$ cat src/rtl/fifo_pkg.sv
// Shared FIFO read-side parameters and the packer state encoding.
package fifo_pkg;

   localparam int unsigned DATA_WIDTH = 8;
   localparam int unsigned ADDR_WIDTH = 4;
   localparam int unsigned BEATS      = 4;

   // Packer states: gathering bytes, or presenting a word to the sink.
   typedef enum logic {
      FILL = 1'b0,
      SEND = 1'b1
   } state_e;

endpackage : fifo_pkg

$ cat src/rtl/fifo_rd_packer.sv
// Pops bytes from a FIFO read port and packs BEATS of them into one wide word,
// first-popped byte in lane 0. A flush emits a partial word with a lane mask.
module fifo_rd_packer
   import fifo_pkg::*;
#(
   parameter int unsigned DATA_WIDTH = fifo_pkg::DATA_WIDTH,
   parameter int unsigned BEATS      = fifo_pkg::BEATS
) (
   input  logic                        rclk,
   input  logic                        rrst,
   input  logic                        rempty,
   input  logic [DATA_WIDTH-1:0]       rdata,
   output logic                        rinc,
   input  logic                        flush,
   output logic [DATA_WIDTH*BEATS-1:0] out_data,
   output logic [BEATS-1:0]            out_keep,
   output logic                        out_valid,
   input  logic                        out_ready
);

   localparam int unsigned CNT_W  = $clog2(BEATS + 1);
   localparam int unsigned WORD_W = DATA_WIDTH * BEATS;

   state_e              state;
   state_e              state_nxt;
   logic [CNT_W-1:0]    cnt;
   logic [CNT_W-1:0]    cnt_nxt;
   logic                pend;
   logic [CNT_W:0]      inflight;
   logic [WORD_W-1:0]   data_nxt;
   logic [BEATS-1:0]    keep_nxt;
   logic                valid_nxt;

   // Lanes already captured plus the pop whose data arrives next cycle.
   assign inflight = (CNT_W+1)'(cnt) + (CNT_W+1)'(pend);

   // Pop while there is room for one more byte; held off by flush, reset and SEND.
   assign rinc = !rrst && (state == FILL) && !rempty && !flush &&
                 (inflight < (CNT_W+1)'(BEATS));

   // Next-state and next-output decode.
   always_comb begin
      state_nxt = state;
      cnt_nxt   = cnt;
      data_nxt  = out_data;
      keep_nxt  = out_keep;
      valid_nxt = out_valid;
      case (state)
         FILL: begin
            if (pend) begin
               // In-flight byte always lands first, even when a flush is pending.
               for (int unsigned i = 0; i < BEATS; i++) begin
                  if (cnt == CNT_W'(i)) begin
                     data_nxt[i*DATA_WIDTH +: DATA_WIDTH] = rdata;
                  end
               end
               cnt_nxt = cnt + CNT_W'(1);
               if (cnt_nxt == CNT_W'(BEATS)) begin
                  state_nxt = SEND;
                  valid_nxt = 1'b1;
                  keep_nxt  = '1;
               end
            end else if (flush && (cnt != '0)) begin
               state_nxt = SEND;
               valid_nxt = 1'b1;
               for (int unsigned i = 0; i < BEATS; i++) begin
                  keep_nxt[i] = (CNT_W'(i) < cnt);
               end
            end
         end
         SEND: begin
            if (out_ready) begin
               // Clearing the data too keeps unused lanes zero for the next partial word.
               state_nxt = FILL;
               cnt_nxt   = '0;
               data_nxt  = '0;
               keep_nxt  = '0;
               valid_nxt = 1'b0;
            end
         end
         default: begin
            state_nxt = FILL;
         end
      endcase
   end

   // State and output registers with synchronous reset.
   always_ff @(posedge rclk) begin
      if (rrst) begin
         state     <= FILL;
         cnt       <= '0;
         pend      <= 1'b0;
         out_data  <= '0;
         out_keep  <= '0;
         out_valid <= 1'b0;
      end else begin
         state     <= state_nxt;
         cnt       <= cnt_nxt;
         pend      <= rinc;
         out_data  <= data_nxt;
         out_keep  <= keep_nxt;
         out_valid <= valid_nxt;
      end
   end

endmodule : fifo_rd_packer

$ cat config.mk
export PLATFORM = sky130hd
export DESIGN_NAME = fifo_rd_packer
export DESIGN_NICKNAME = d
export VERILOG_FILES = /design/src/rtl/fifo_pkg.sv /design/src/rtl/fifo_rd_packer.sv
export SDC_FILE = /design/constraint.sdc
export NUM_CORES = 1
export LEC_CHECK = 0
export BUFFER_PORTS_ARGS = -buffer_cell sky130_fd_sc_hd__clkbuf_2
export CORE_ASPECT_RATIO = 0.8
export CORE_UTILIZATION = 45
export DETAILED_ROUTE_END_ITERATION = 10
export MAX_ROUTING_LAYER = met4
export PLACE_DENSITY_LB_ADDON = 0.1
export SLEW_MARGIN = 40
export SYNTH_ARGS = -nofsm -noshare
export SYNTH_HDL_FRONTEND = slang
export SYNTH_SLANG_ARGS = --single-unit
$ cat constraint.sdc
create_clock -name rclk -period 1.9 [get_ports rclk]
set_clock_uncertainty 0.2 [all_clocks]
set_input_delay 0.19 -clock rclk [delete_from_list [all_inputs] [get_ports rclk]]
set_output_delay 0.19 -clock rclk [all_outputs]
set_load 0.05 [all_outputs]
# Yosys cells after proc, flatten, opt, wreduce, memory -nomap -nowiden
# Cells that the tools add are included.
[totals] word_cells=70 latchBits=0 mem_bits_rw=0 output_inout_bits=38 mem_bits_ro=0 n_memories=0 ff_bits=42 in_bits=13
[classes] div_mod_pow=0 eq_ne=12 reduce_logical=16 mux=25 order_cmp=5 add_sub_neg=2 shifts=0 bitwise=1 n_mul=0
[op_table] operator="2-to-1 mux 32 bit" n=2
[op_table] operator="one-hot mux 32 bit (2 select lines)" n=1
[op_table] operator="2-to-1 mux 8 bit" n=4
[op_table] operator="2-to-1 mux 4 bit" n=4
[op_table] operator="AND reduction 3 bit" n=5
[op_table] operator="2-to-1 mux 1 bit" n=8
[op_table] operator="!= test 2 x 1 -> 1 bit (second input constant)" n=4
[op_table] operator="one-hot mux 4 bit (2 select lines)" n=1
[op_table] operator="== test 3 x 2 -> 1 bit (second input constant)" n=2
[op_table] operator="< comparator 1 x 3 -> 1 bit (first input constant)" n=2
[op_table] operator="< comparator 2 x 3 -> 1 bit (first input constant)" n=2
[op_table] operator="2-to-1 mux 3 bit" n=2
[op_table] operator="!= test 3 x 2 -> 1 bit (second input constant)" n=2
[op_table] operator="one-hot mux 3 bit (2 select lines)" n=1
[op_table] operator="logical AND 1 bit" n=5
[op_table] operator="adder 3 x 1 -> 4 bit" n=1
[op_table] operator="< comparator 4 x 3 -> 1 bit (second input constant)" n=1
[op_table] operator="!= test 2 bit (second input constant)" n=2
[op_table] operator="one-hot mux 1 bit (2 select lines)" n=2
[op_table] operator="adder 3 x 1 -> 3 bit (second input constant)" n=1
[op_table] operator="== test 3 x 1 -> 1 bit (second input constant)" n=1
[op_table] operator="== test 3 bit (second input constant)" n=1
[op_table] operator="zero test 1 bit" n=3
[op_table] operator="zero test 3 bit" n=1
[op_table] operator="other kinds (3)" n=3

# Depth between registers and ports, before layout
[logic_depth] depth_word=5 mapped_depth=7 depth_no_buf=6

# Worst setup path after synthesis
# Ideal clock, no wire load.
[synth_path] path_type="register -> output" startpoint="reg cnt[2]" endpoint="out rinc" stages_incl_launch_ff=4 arrival_time_ps=2177 required_time_ps=1510 slack_ps=-667 n_path_buf=1 path_cell_list="dfxtp_1 buf_6 or4_1 a311oi_1"
[synth_between] elab_chain_len=3
[synth_lines] item="from (decl)" line_no="fifo_rd_packer.sv:26" rtl="logic [CNT_W-1:0] cnt;"
[synth_lines] item="from (signal assigned)" line_no="fifo_rd_packer.sv:98" rtl="cnt <= cnt_nxt;"
[synth_lines] item="adder 3 x 1 -> 4 bit" line_no="fifo_rd_packer.sv:35" rtl="assign inflight = (CNT_W+1)'(cnt) + (CNT_W+1)'(pend);"
[synth_lines] item="< comparator 4 x 3 -> 1 bit" line_no="fifo_rd_packer.sv:39" rtl="(inflight < (CNT_W+1)'(BEATS));"
[synth_lines] item="logical AND 1 bit" line_no="fifo_rd_packer.sv:38" rtl="assign rinc = !rrst && (state == FILL) && !rempty && !flush &&"
[synth_lines] item="to (decl)" line_no="fifo_rd_packer.sv:13" rtl="output logic rinc,"
# No other way between the ends.

# Worst setup path after layout
[layout_path] startpoint="reg state" endpoint="out rinc"
[layout_between] elab_chain_len=5
[layout_lines] item="from (decl)" line_no="fifo_rd_packer.sv:24" rtl="state_e state;"
[layout_lines] item="from (signal assigned)" line_no="fifo_rd_packer.sv:97" rtl="state <= state_nxt;"
[layout_lines] item="NOT 1 bit"
[layout_lines] item="logical AND 1 bit (4 in a row)" line_no="fifo_rd_packer.sv:38"
# No other way between the ends.

==> results.md <==
Run status:
- The flow ran to the end, but the final reports show violations.
- The final reports fail on DRC, setup timing.

Synthesis:
- Synthesis produced a netlist whose cell count is 208.
- After synthesis, the largest family of logic cells by area is simple AND/OR/NAND/NOR gates.
- The share of synthesized area occupied by flip-flops and latches is 48.5%.
- The commonest cells after synthesis are sky130_fd_sc_hd__dfxtp_1, sky130_fd_sc_hd__nand2_1, sky130_fd_sc_hd__nand3_1, sky130_fd_sc_hd__a21oi_1, sky130_fd_sc_hd__clkbuf_1.
- The number of different library cells used by synthesis comes to 28.
- After Yosys synthesis, and, or, nand and nor cells account for 27.1% of the synthesized area.
- The number of enable flip-flop cells after synthesis is 0.
- The leading register cell type out of synthesis is sky130_fd_sc_hd__dfxtp_1.
- The complex-gate fraction of the synthesized area is 15.5%.
- The proportion of register bits with asynchronous set or reset after synthesis is 0%.
- The total of warnings raised by yosys is 0.
- Summing every instance area after synthesis gives 1730 um^2.
- The post-synthesis register bit count is 42.
- The adder-cell area share of the yosys netlist is 2.89%.
- Sorting the synthesized cells by area gives the leading types as sky130_fd_sc_hd__dfxtp_1, sky130_fd_sc_hd__nand3_1, sky130_fd_sc_hd__a21oi_1.
- After Yosys synthesis, XOR and XNOR cells account for 0% of the synthesized area.
- The share of the synthesized area in the top cell type is between 40% and 50%.
- A synthesized cell averages 8.33 um^2.
- Counting every net in the synthesized netlist gives 225.
- The mux share of post-synthesis cell area is 0%.
- The most common cell in the synthesized netlist is sky130_fd_sc_hd__dfxtp_1.
- Of all cell types, the one taking the most synthesized area is sky130_fd_sc_hd__dfxtp_1.

Floorplanning:
- The chip width is 71.4 um.
- Measured along the y axis, the die boundary spans approximately 58 um.
- The die covers 4100 um^2.
- The number of top-level pins is slightly above 50.
- The total core area is 3570 um^2.
- The effective utilization at floorplan is 48.6%.
- Row generation in the floorplan step produced 19 rows.

Timing:
- The worst pin sits at a relative slew slack of 69.3%.
- After layout, the worst setup slack is -0.0571 ns.
- The peak clock frequency supported by timing is a little over 500 MHz.
- The final number of hold-violating endpoints came to 0.
- The number of max-slew violations in the final report came to 0.
- The final critical-path required period is 1.96 ns.
- Setup repair after global routing could not meet its margin everywhere.
- At the pin with the least slew margin, the transition time is 0.461 ns.
- Setup violations remaining at the end of the flow were counted as 1.
- The aggregate negative setup slack is -0.0571 ns.
- The share of the cycle needed by the critical path after routing is 103%.

Placed design:
- Once detailed placement completed, the half-perimeter wirelength came to 2900 um.
- During placement, the flow inserted port buffers numbering 50.
- The weighted congestion at the end of routability-driven global placement is 0.826.
- Summing all placed instances gives a cell area of 2050 um^2.
- The worst slack after detailed placement is 0.111 ns.

Clocking:
- The clock passes through at most 2 buffers.
- Clock latency on the worst-skew pair, taken at its later pin, is 0.29 ns.
- The buffer count from post-CTS setup fixing is 0.
- The H-tree level count is 2.
- TritonCTS built the clock tree.
- The root cell of the clock tree is sky130_fd_sc_hd__clkbuf_8.
- For this design, the sink count on the clock tree is 42.
- The number of buffers created by CTS is 5.
- The clock slew seen by the registers of the worst setup and hold paths is 0.06 ns.

Min path:
- In this run the worst hold path is classified as primary input to flip-flop.
- For hold timing, the worst endpoint is pend$_SDFF_PP0_.
- The worst min-delay path startpoint is flush.
- The worst hold path stage count is 3.

Routing:
- In the routed design, unresolved DRC markers number 5.
- The detailed-routing iteration count for the pre-antenna-repair pass is 7.
- The antenna violation net count after detailed routing is 0.
- The violation count after the first detailed-routing iteration is 152.
- After detailed routing, the average wire length per cell comes to approximately 14 um.
- The final route contains about 1600 vias.
- After detailed routing, the number of vias per cell comes to between 5 and 6.
- The total length of routed wires is between 4000 and 5000 um.

Global route:
- The global-route wire length before repair is 6880 um.
- The number of antenna violations at the first check in global routing is 0.
- Entering global routing, the biggest net connects 46 pins.
- The remaining global-route overflow is 0.
- The via count of the first global-routing pass is between 1000 and 1500.
- In the global route stage, overall resource usage came out at 22.9%.

Setup path:
- The critical path starts at state$_SDFF_PP0_.
- The endpoint class of the critical path is a primary output.
- The worst setup path is launched from a flip-flop.
- The critical path required time is approximately 1.5 ns.
- The flop-to-flop setup slack is ~0.18 ns.
- The arrival time at the worst endpoint is 1.57 ns.
- The maximum fanout along the worst path is 2.
- The depth of the most critical reg-to-reg path is 6.
- The worst register-to-register path begins at cnt[1]$_SDFFE_PP0P_.
- The critical path in this run is classified as flip-flop to primary output.
- The critical register-to-register path endpoint is out_keep[2]$_SDFFE_PP0P_.

Cells and area:
- The repair_antennas step left the layout with diodes totalling 0.
- The final net count is about 280.
- The filler cells instantiated in the layout total between 300 and 400.
- The area overhead of the layout relative to synthesis is 30.8%.
- The finished cells cover approximately 2300 um^2.
- The share of post-route cells with drive strength above 1 is between 20% and 30%.

Pwr:
- The reported leakage power is 0.000898 uW.
- For this design the ratio of total power to cell area is 787 nW/um^2.
- The worst vdd rail ir drop is 552 uV.

Job:
- The tool flagged a number of max-cap violations equal to 0.
-- per-layer routing --
layer	track usage [%]	up-vias	part of all wire [%]
met5	-	-	0
met1	34.7	745	52
met2	29.4	55	41
met3	5.83	6	6.1
li1	-	836	-
met4	6.00	0	0.85
-- worst max-delay path by stage --
stage	to	slack, ns
4_1_cts	rinc	-0.07
5_1_grt	rinc	-0.11
2_1_floorplan	rinc	-0.001
6_report	rinc	-0.06
3_5_place_dp	out_keep[0]$_SDFFE_PP0P_	0.11
3_3_place_gp	out_keep[3]$_SDFFE_PP0P_	0.16
-- registers in the layout (all words and copies together), names as in the netlist --
register	count
pend	1
out_data	32
cnt	3
out_keep	4
out_valid	1
state	1
-- report_power, final --
part,internal [uW],total [uW],leakage [uW],switching [uW]
Sequential,892,899,0.000341,7.09
Combinational,59.4,171,0.000500,112
Clock,420,714,0.0000573,293
-- per-stage QoR --
stage	utilization (%)	std cells	power, uW	hold slack, ns
after global routing	63.5	309	1850	0.0448
after CTS	63.2	309	1780	0.0251
final	63.5	309	1780	0.0313
after global placement	57.5	293	1070	0.228
after detailed placement	57.5	293	1070	0.222
after floorplan	-	208	1020	0.0678
-- logic make-up (layout without fill, tap and decap cells) --
| logic type | Yosys count | in the layout |
|---|---|---|
| buf+inv | 20 | 79 |
| simple gates | 96 | 96 |
| flops | 42 | 42 |
| fa+ha+maj | 4 | 4 |
| compound gates | 46 | 46 |
-- what timing repair did --
action,in CTS,in global routing
resized for setup,1,4
hold buffers,9,0
hold endpoints to repair,32,0
pin swaps,1,0
endpoints found under the setup margin,1,5
-- area by class of cell --
| cell class | count | area [um^2] | area share (%) |
|---|---|---|---|
| flip-flops and latches | 42 | 846 | 37.3 |
| multi-input cells | 146 | 817 | 36.1 |
| repair buffers | 68 | 423 | 18.7 |
| clock buffers | 6 | 82.6 | 3.64 |
| well taps | 42 | 52.6 | 2.32 |
| clock inverters | 1 | 30.0 | 1.33 |
| inverters | 4 | 15.0 | 0.663 |
-- worst max-delay path, cell delays in order, from the launching register on --
cell                       delay, ns
sky130_fd_sc_hd__dfxtp_2        0.32
sky130_fd_sc_hd__or4_4          0.53
sky130_fd_sc_hd__a311oi_4       0.26
sky130_fd_sc_hd__buf_12         0.18
-- cell usage in the layout (no fill, tap or decap), types with 4 or more instances in the layout --
| cell type | n |
|---|---|
| sky130_fd_sc_hd__clkbuf_2 | 49 |
| sky130_fd_sc_hd__dfxtp_1 | 38 |
| sky130_fd_sc_hd__nand2_1 | 37 |
| sky130_fd_sc_hd__nand3_1 | 34 |
| sky130_fd_sc_hd__a21oi_1 | 33 |
| sky130_fd_sc_hd__dlygate4sd3_1 | 9 |
| sky130_fd_sc_hd__buf_4 | 9 |
| sky130_fd_sc_hd__nand2b_1 | 7 |
| sky130_fd_sc_hd__nor2_1 | 6 |
| sky130_fd_sc_hd__clkbuf_8 | 6 |
| sky130_fd_sc_hd__inv_1 | 4 |
| sky130_fd_sc_hd__ha_1 | 4 |
| sky130_fd_sc_hd__dfxtp_2 | 4 |
Power figures use the tool's default switching activity.
